`config.mk`:
```
export PLATFORM = sky130hd
export DESIGN_NAME = dsp_mult_bank
export DESIGN_NICKNAME = d
export VERILOG_FILES = /design/src/rtl/dsp_mult_bank.sv
export SDC_FILE = /design/constraint.sdc
export NUM_CORES = 2
export LEC_CHECK = 0
export CAP_MARGIN = 25
export CORE_ASPECT_RATIO = 1.1
export CORE_UTILIZATION = 56
export CTS_CLUSTER_SIZE = 30
export DETAILED_ROUTE_END_ITERATION = 16
export PLACE_DENSITY = 0.75
export SLEW_MARGIN = 0
export SYNTH_ARGS = -nofsm -noshare
export SYNTH_HDL_FRONTEND = slang
export SYNTH_SLANG_ARGS = --single-unit
```
`constraint.sdc`:
```
create_clock -name clk -period 32.4 [get_ports clk]
set_clock_uncertainty 0.15 [all_clocks]
set_input_delay 6.48 -clock clk [delete_from_list [all_inputs] [get_ports clk]]
set_output_delay 6.48 -clock clk [all_outputs]
set_load 0.02 [all_outputs]
```
`src/rtl/dsp_mult_bank.sv`:
```
// Pipelined multiplier bank: LANES independent WIDTH_IN x WIDTH_IN multipliers, LATENCY ce-edges deep.
// Define DSP_BANK_ACC_EN to make each lane multiply-accumulate into dsp_out (dsp_acc_clr restarts it).
module dsp_mult_bank #(
    parameter int LANES     = 5,
    parameter int WIDTH_IN  = 18,
    parameter int WIDTH_OUT = 37,
    parameter int LATENCY   = 2,
    parameter int SIGNED    = 0
) (
    input  logic                                clk,
    input  logic                                rst,
    input  logic                                dsp_ce,
    input  logic [LANES-1:0][WIDTH_IN-1:0]      dsp_a0,
    input  logic [LANES-1:0][WIDTH_IN-1:0]      dsp_b0,
    input  logic                                dsp_acc_clr,
    output logic [LANES-1:0][WIDTH_OUT-1:0]     dsp_out,
    output logic                                dsp_valid
);

    localparam int DEPTH = (LATENCY > 2) ? LATENCY - 2 : 1;

    // Product of two operands, widened to 2*WIDTH_IN then zero/sign-extended to WIDTH_OUT.
    function automatic logic [WIDTH_OUT-1:0] mul(input logic [WIDTH_IN-1:0] a,
                                                 input logic [WIDTH_IN-1:0] b);
        logic [2*WIDTH_IN-1:0] ax, bx, p;
        logic ext;
        if (SIGNED != 0) begin
            ax = {{WIDTH_IN{a[WIDTH_IN-1]}}, a};
            bx = {{WIDTH_IN{b[WIDTH_IN-1]}}, b};
        end else begin
            ax = {{WIDTH_IN{1'b0}}, a};
            bx = {{WIDTH_IN{1'b0}}, b};
        end
        p   = ax * bx;
        ext = (SIGNED != 0) ? p[2*WIDTH_IN-1] : 1'b0;
        return {{(WIDTH_OUT-2*WIDTH_IN){ext}}, p};
    endfunction

    logic [LANES-1:0][WIDTH_OUT-1:0] head_prod, last_prod;
    logic                            head_clr, last_clr;
    logic [2:0]                      fill_q;

    generate
        if (LATENCY == 1) begin : g_direct
            // Capture and product register collapse into dsp_out itself.
            always_comb begin
                for (int l = 0; l < LANES; l++) head_prod[l] = mul(dsp_a0[l], dsp_b0[l]);
                head_clr = dsp_acc_clr;
            end
        end else begin : g_stage0
            logic [LANES-1:0][WIDTH_IN-1:0] a_q, b_q;
            logic                           clr_q;
            always_ff @(posedge clk or posedge rst) begin
                if (rst) begin
                    a_q   <= '0;
                    b_q   <= '0;
                    clr_q <= 1'b0;
                end else if (dsp_ce) begin
                    a_q   <= dsp_a0;
                    b_q   <= dsp_b0;
                    clr_q <= dsp_acc_clr;
                end
            end
            always_comb begin
                for (int l = 0; l < LANES; l++) head_prod[l] = mul(a_q[l], b_q[l]);
                head_clr = clr_q;
            end
        end

        if (LATENCY > 2) begin : g_mid
            logic [DEPTH-1:0][LANES-1:0][WIDTH_OUT-1:0] mid_q;
            logic [DEPTH-1:0]                           mid_clr_q;
            always_ff @(posedge clk or posedge rst) begin
                if (rst) begin
                    mid_q     <= '0;
                    mid_clr_q <= '0;
                end else if (dsp_ce) begin
                    mid_q[0]     <= head_prod;
                    mid_clr_q[0] <= head_clr;
                    for (int s = 1; s < DEPTH; s++) begin
                        mid_q[s]     <= mid_q[s-1];
                        mid_clr_q[s] <= mid_clr_q[s-1];
                    end
                end
            end
            assign last_prod = mid_q[DEPTH-1];
            assign last_clr  = mid_clr_q[DEPTH-1];
        end else begin : g_nomid
            assign last_prod = head_prod;
            assign last_clr  = head_clr;
        end
    endgenerate

`ifdef DSP_BANK_ACC_EN
    // Accumulate modulo 2^WIDTH_OUT; a clr tag aligned with its product reloads the lane.
    always_ff @(posedge clk or posedge rst) begin
        if (rst) begin
            dsp_out <= '0;
        end else if (dsp_ce) begin
            for (int l = 0; l < LANES; l++) begin
                if (last_clr) dsp_out[l] <= last_prod[l];
                else          dsp_out[l] <= dsp_out[l] + last_prod[l];
            end
        end
    end
`else
    logic unused_clr;
    assign unused_clr = last_clr;

    always_ff @(posedge clk or posedge rst) begin
        if (rst) begin
            dsp_out <= '0;
        end else if (dsp_ce) begin
            dsp_out <= last_prod;
        end
    end
`endif

    // Fill counter saturates at LATENCY; valid from the edge real data first reaches dsp_out.
    always_ff @(posedge clk or posedge rst) begin
        if (rst) begin
            fill_q <= '0;
        end else if (dsp_ce && fill_q != 3'(LATENCY)) begin
            fill_q <= fill_q + 3'd1;
        end
    end

    assign dsp_valid = (fill_q == 3'(LATENCY));

endmodule

```
After elaboration in Yosys (flattened, before gate mapping)
Cells that the tools add are included.
Word-level totals
  bits in registers: 363
  bits of input ports: 184
  output and inout bits: 186
  word-level logic and storage cells: 25
Cells by class
  add/sub/neg operators: 1
  multipliers: 5
  equal/unequal tests: 2
  reductions and logical operators: 1
Operators with widths (number)
  multiplier 18 x 18 -> 36 bit: 5
  adder 3 x 1 -> 3 bit, second input constant: 1
  == test 3 x 2 -> 1 bit, second input constant: 1
  != test 3 x 2 -> 1 bit, second input constant: 1
  logical AND 1 bit: 1

Logic depth before layout (Yosys ltp)
  depth after elaboration: 2
  gate-level depth with buffers: 24
  mapped depth without buffers: 22

Worst setup path after synthesis
No wires, ideal clock.
  path kind: input to register
  start: input port dsp_ce
  end: register dsp_out[13] (netlist name)
  setup time: 137 ps
  data arrival time: 7671 ps
  required time: 32113 ps
  path slack: 24442 ps
  stages on the path: 5
  path buffers: 4
  path through: clkbuf_1 > clkbuf_1 > clkbuf_1 > clkbuf_1 > a21oi_1
RTL lines
  start: declaration: RTL line 12  | input logic dsp_ce,
  end signal: assignment: RTL line 114  | dsp_out <= last_prod;
  end: declaration: RTL line 16  | output logic [LANES-1:0][WIDTH_OUT-1:0] dsp_out,
No word-level cell between the ends.

Final worst setup path
  start: register fill_q[0]
  end: output port dsp_valid
Between the ends
  longest elaborated chain between the ends: 1
Ends and longest elaborated chain
  start: declaration: RTL line 41  | logic [2:0] fill_q;
  start signal: assignment: RTL line 124  | fill_q <= fill_q + 3'd1;
  == test 3 x 2 -> 1 bit: RTL line 128  | assign dsp_valid = (fill_q == 3'(LATENCY));
  end: declaration: RTL line 17  | output logic dsp_valid
No other way between the ends.

==> results.env <==
RUN_STATUS='finished, final reports clean'
COUNT_OF_WARNINGS_EMITTED_BY_YOSYS=0
RSZ0062_AT_GRT='no'
CP_CELL_SEQUENCE='inv_1, ha_1, nor2b_1, clkdlybuf4s50_1'
SETUP-TNS-FINAL_NS=0
CRITICAL_PATH.MAX_STAGE_DELAY_NS=0.63
TIMING.CRITICAL_PATH.SLOWEST_STAGE_CELL='sky130_fd_sc_hd__clkdlybuf4s50_1'
WORSTHOLDPATHTYPE='flip-flop to flip-flop'
ASYNC_SET_RESET_FLOP_SHARE_OUT_OF_SYNTHESIS=1.00
PERIOD_SHARE=0.268
CTS_SETUP_BUFFERS=0
DIE_AREA_SQ_MM=0.121
TOP_LEVEL_PORTS=370
FLOORPLAN.INITIALDENSITY=0.566
SYNTH-SEQ-CELLS=363
CTSHOLDBUFFERS=0
LAYOUT.NETS=9153
STARTPOINT_TYPE='flip-flop'
GRT_START_MAX_NET_PINS=99
CAP_VIOL_MAX_COUNT=0
CP.ARRIVAL_NS=2.05
TOTAL_ROUTED_WIRELENGTH_MM=169
DESIGN_AREA_SQ_MM=0.0726
TIMING.CRITICAL_PATH.BUF_INV=2
GROUTE.USAGE.OVERALL=0.293
CTS-ROOT-BUF='sky130_fd_sc_hd__clkbuf_16'
CHIPHEIGHT_MICRONS=364
REMAINING_DRC_ERRORS=0
FINAL.FILL_COUNT=9716
SYNTH_SEQUENTIAL_AREA_RATIO=0.136
ANT_NETS=0
NUMBER_OF_VIAS_IN_THE_ROUTED_LAYOUT=48800
DIE_W_MICRONS=331
CLKSINKCOUNT=363
SYN_TO_FINAL_GROWTH_PCT=8.75
GLOBALROUTEOVERFLOWTOTAL=0
CORE_AREA_SQ_MM=0.118
ROUTE.DETAILED.WL_PER_INST_MICRONS=19.4
POST_SYNTH.CELL_AREA_AVG_SQ_UM=9.37
CTS.REPORTEDPATHS.CLKPINSLEW_NS=0.06
FINAL_MAX_SLEW_VIOL_COUNT=0
REQUIRED_TIME_AT_THE_ENDPOINT_OF_THE_CRITICAL_PATH_NS=25.77
FINALCRITICALPERIOD_NS=8.68
WORST_SLEW_MARGIN_REL=0.306
GRT_ANTENNA_BEFORE_REPAIR=2
SYN-INSTANCE-COUNT=7125
FINAL_HOLD_VIOLATING_ENDPOINTS=0
HPWL_MM=131
DRIVE_ABOVE_1_SHARE=0.0609
SYNTH_FLOP_CELL='sky130_fd_sc_hd__dfrtp_1'
GRT_PASS1_VIAS=53400
SYNTH_EDF_COUNT=0
PLACEMENTROWS=132
ANTENNA_CELLS_INSERTED=0
DRT-PASS1-ITER-COUNT=6
CTS_INSERTED_BUFFERS=48
CTS.REPAIR.RESIZED=0
WORST_SETUP_PATH_END_KIND='output pin'
CLOCKBUFFERDEPTH=3
CLOCK_LATENCY_NS=0.65
POST_SYNTH_INSTANCE_AREA_SQ_MM=0.0667
TIMING.FMAX_MHz=115
DRT-INITIAL-DRC-COUNT=3007
DPL_CELL_AREA_SQ_MM=0.0709
TIGHTEST_SLEW_NS=1.04
CTSHTREEMAXLEVEL=2
PLACE_CONGESTION=0.926
HOLD_SLACK_FINAL_NS=0.343
GRT_FIRST_PASS_WIRELENGTH_MM=279
CRITICAL_PATH_CLASS='flip-flop to output pin'
FINAL-SETUP-VIOL-COUNT=0
CP_TOP_FAMILY='buffers and inverters'
ROUTED_VIA_DENSITY=5.60
PORT-BUFFER-COUNT=363
TIMING.CRITICAL_PATH.FANOUT_MAX=3
YOSYS_CELL_TYPES=74
CTS_TREE='yes'
==> metal layers <==
metal  global-route usage  up-vias  share of wire
li1                     -    21500              -
met1                0.371    25300           0.40
met2                0.505     1675           0.50
met3               0.0534      406          0.073
met4               0.0941        2          0.033
met5                    0        -       0.000077
==> worst reg2reg max path, stage by stage (launching register included) <==
cell,delay (ns)
sky130_fd_sc_hd__dfrtp_1,0.94
sky130_fd_sc_hd__nand2_1,0.20
sky130_fd_sc_hd__fa_1,0.56
sky130_fd_sc_hd__fa_1,0.58
sky130_fd_sc_hd__fa_1,0.45
sky130_fd_sc_hd__fa_1,0.54
sky130_fd_sc_hd__inv_1,0.05
sky130_fd_sc_hd__fa_1,0.47
sky130_fd_sc_hd__inv_1,0.05
sky130_fd_sc_hd__fa_1,0.49
sky130_fd_sc_hd__inv_1,0.05
sky130_fd_sc_hd__ha_1,0.37
sky130_fd_sc_hd__a21oi_1,0.14
sky130_fd_sc_hd__o21ai_0,0.40
sky130_fd_sc_hd__a31oi_1,0.17
sky130_fd_sc_hd__a21boi_1,0.66
sky130_fd_sc_hd__a2111oi_4,0.24
sky130_fd_sc_hd__or4_1,0.52
sky130_fd_sc_hd__o2111ai_1,0.10
==> cell families (layout without fill, tap and decap cells) <==
group | count (synthesis) | after routing | synth area share
mux | 305 | 305 | 0.0515
buf+inv | 1948 | 1994 | 0.110
simple gates | 2011 | 2011 | 0.145
other cells | 1 | 5 | 0.0000562
flops | 363 | 363 | 0.136
xor+xnor | 132 | 132 | 0.0173
compound gates | 533 | 533 | 0.0525
fa+ha+maj | 1832 | 1832 | 0.487
==> cell usage in the layout (no fill, tap or decap), types with 23 or more instances in the layout <==
cell / instances
sky130_fd_sc_hd__clkdlybuf4s50_1: 362
sky130_fd_sc_hd__nand3_1: 42
sky130_fd_sc_hd__a21o_1: 76
sky130_fd_sc_hd__inv_1: 1515
sky130_fd_sc_hd__xor2_1: 40
sky130_fd_sc_hd__nand2_1: 1039
sky130_fd_sc_hd__buf_4: 24
sky130_fd_sc_hd__o21ai_0: 87
sky130_fd_sc_hd__o21bai_1: 23
sky130_fd_sc_hd__fa_1: 1280
sky130_fd_sc_hd__and2_1: 697
sky130_fd_sc_hd__dfrtp_1: 363
sky130_fd_sc_hd__a21oi_1: 168
sky130_fd_sc_hd__ha_1: 552
sky130_fd_sc_hd__mux2_2: 301
sky130_fd_sc_hd__nor2_1: 103
sky130_fd_sc_hd__nor3_1: 24
sky130_fd_sc_hd__xnor2_1: 92
sky130_fd_sc_hd__nand4_1: 31
sky130_fd_sc_hd__clkbuf_16: 49
==> cells in the mapped netlist (all sizes together) (14+ instances only) <==
cell	number	area share
inv	1517	0.085
fa	1280	0.38
nand2	1039	0.058
and2	697	0.065
ha	552	0.10
clkbuf	409	0.023
dfrtp	363	0.14
mux2	302	0.051
a21oi	170	0.013
nor2	103	0.0058
xnor2	92	0.012
o21ai	91	0.0069
a21o	78	0.0088
nand3	42	0.0031
xor2	40	0.0052
nand4	31	0.0029
nor3	24	0.0018
o21bai	23	0.0026
buf	22	0.0017
a31oi	18	0.0017
and3	17	0.0016
o21a	15	0.0017
a211oi	14	0.0016
nand2b	14	0.0013
o211ai	14	0.0016
==> path summary, 6_finish.rpt <==
| path | startpoint | end | slack (ns) | depth (start not counted) |
|---|---|---|---|---|
| min in group asynchronous | rst | g_stage0.a_q[17]$_DFFE_PP0P_ | 6.18 | 2 |
| worst min register to register | dsp_out[156]$_DFFE_PP0P_ | dsp_out[156]$_DFFE_PP0P_ | 0.34 | 1 |
| max in group asynchronous | rst | g_stage0.a_q[51]$_DFFE_PP0P_ | 23.94 | 5 |
| worst max register to register | g_stage0.b_q[39]$_DFFE_PP0P_ | dsp_out[108]$_DFFE_PP0P_ | 25.20 | 18 |
| worst min-delay path | dsp_out[156]$_DFFE_PP0P_ | dsp_out[156]$_DFFE_PP0P_ | 0.34 | 1 |
| worst max-delay path | fill_q[0]$_DFFE_PP0P_ | dsp_valid | 23.72 | 4 |
==> through the flow <==
step	util	worst slack, ns	cells
3_3_place_gp	0.601	22.86	8626
6_report	0.615	23.72	8716
2_1_floorplan	-	15.69	7129
3_5_place_dp	0.601	22.81	8626
4_1_cts	0.615	23.51	8714
5_1_grt	0.615	23.58	8716
==> registers in the layout, indices dropped and copies added (netlist names) <==
signal and flops:
dsp_out 180, g_stage0.a_q 90, g_stage0.b_q 90, fill_q 3
==> area by class of cell <==
type                    count  area, sq um  area share
clock buffers              61         1350      0.0186
well taps                1541         1930      0.0266
repair buffers            389         3870      0.0534
multi-input cells        4818        50300       0.693
flip-flops and latches    363         9080       0.125
inverters                1517         5700      0.0786
clock inverters            27          308     0.00424
Power is left out: the tool's default activity adds up to more than one toggle a clock period on the data nets, which glitch-free logic cannot reach.
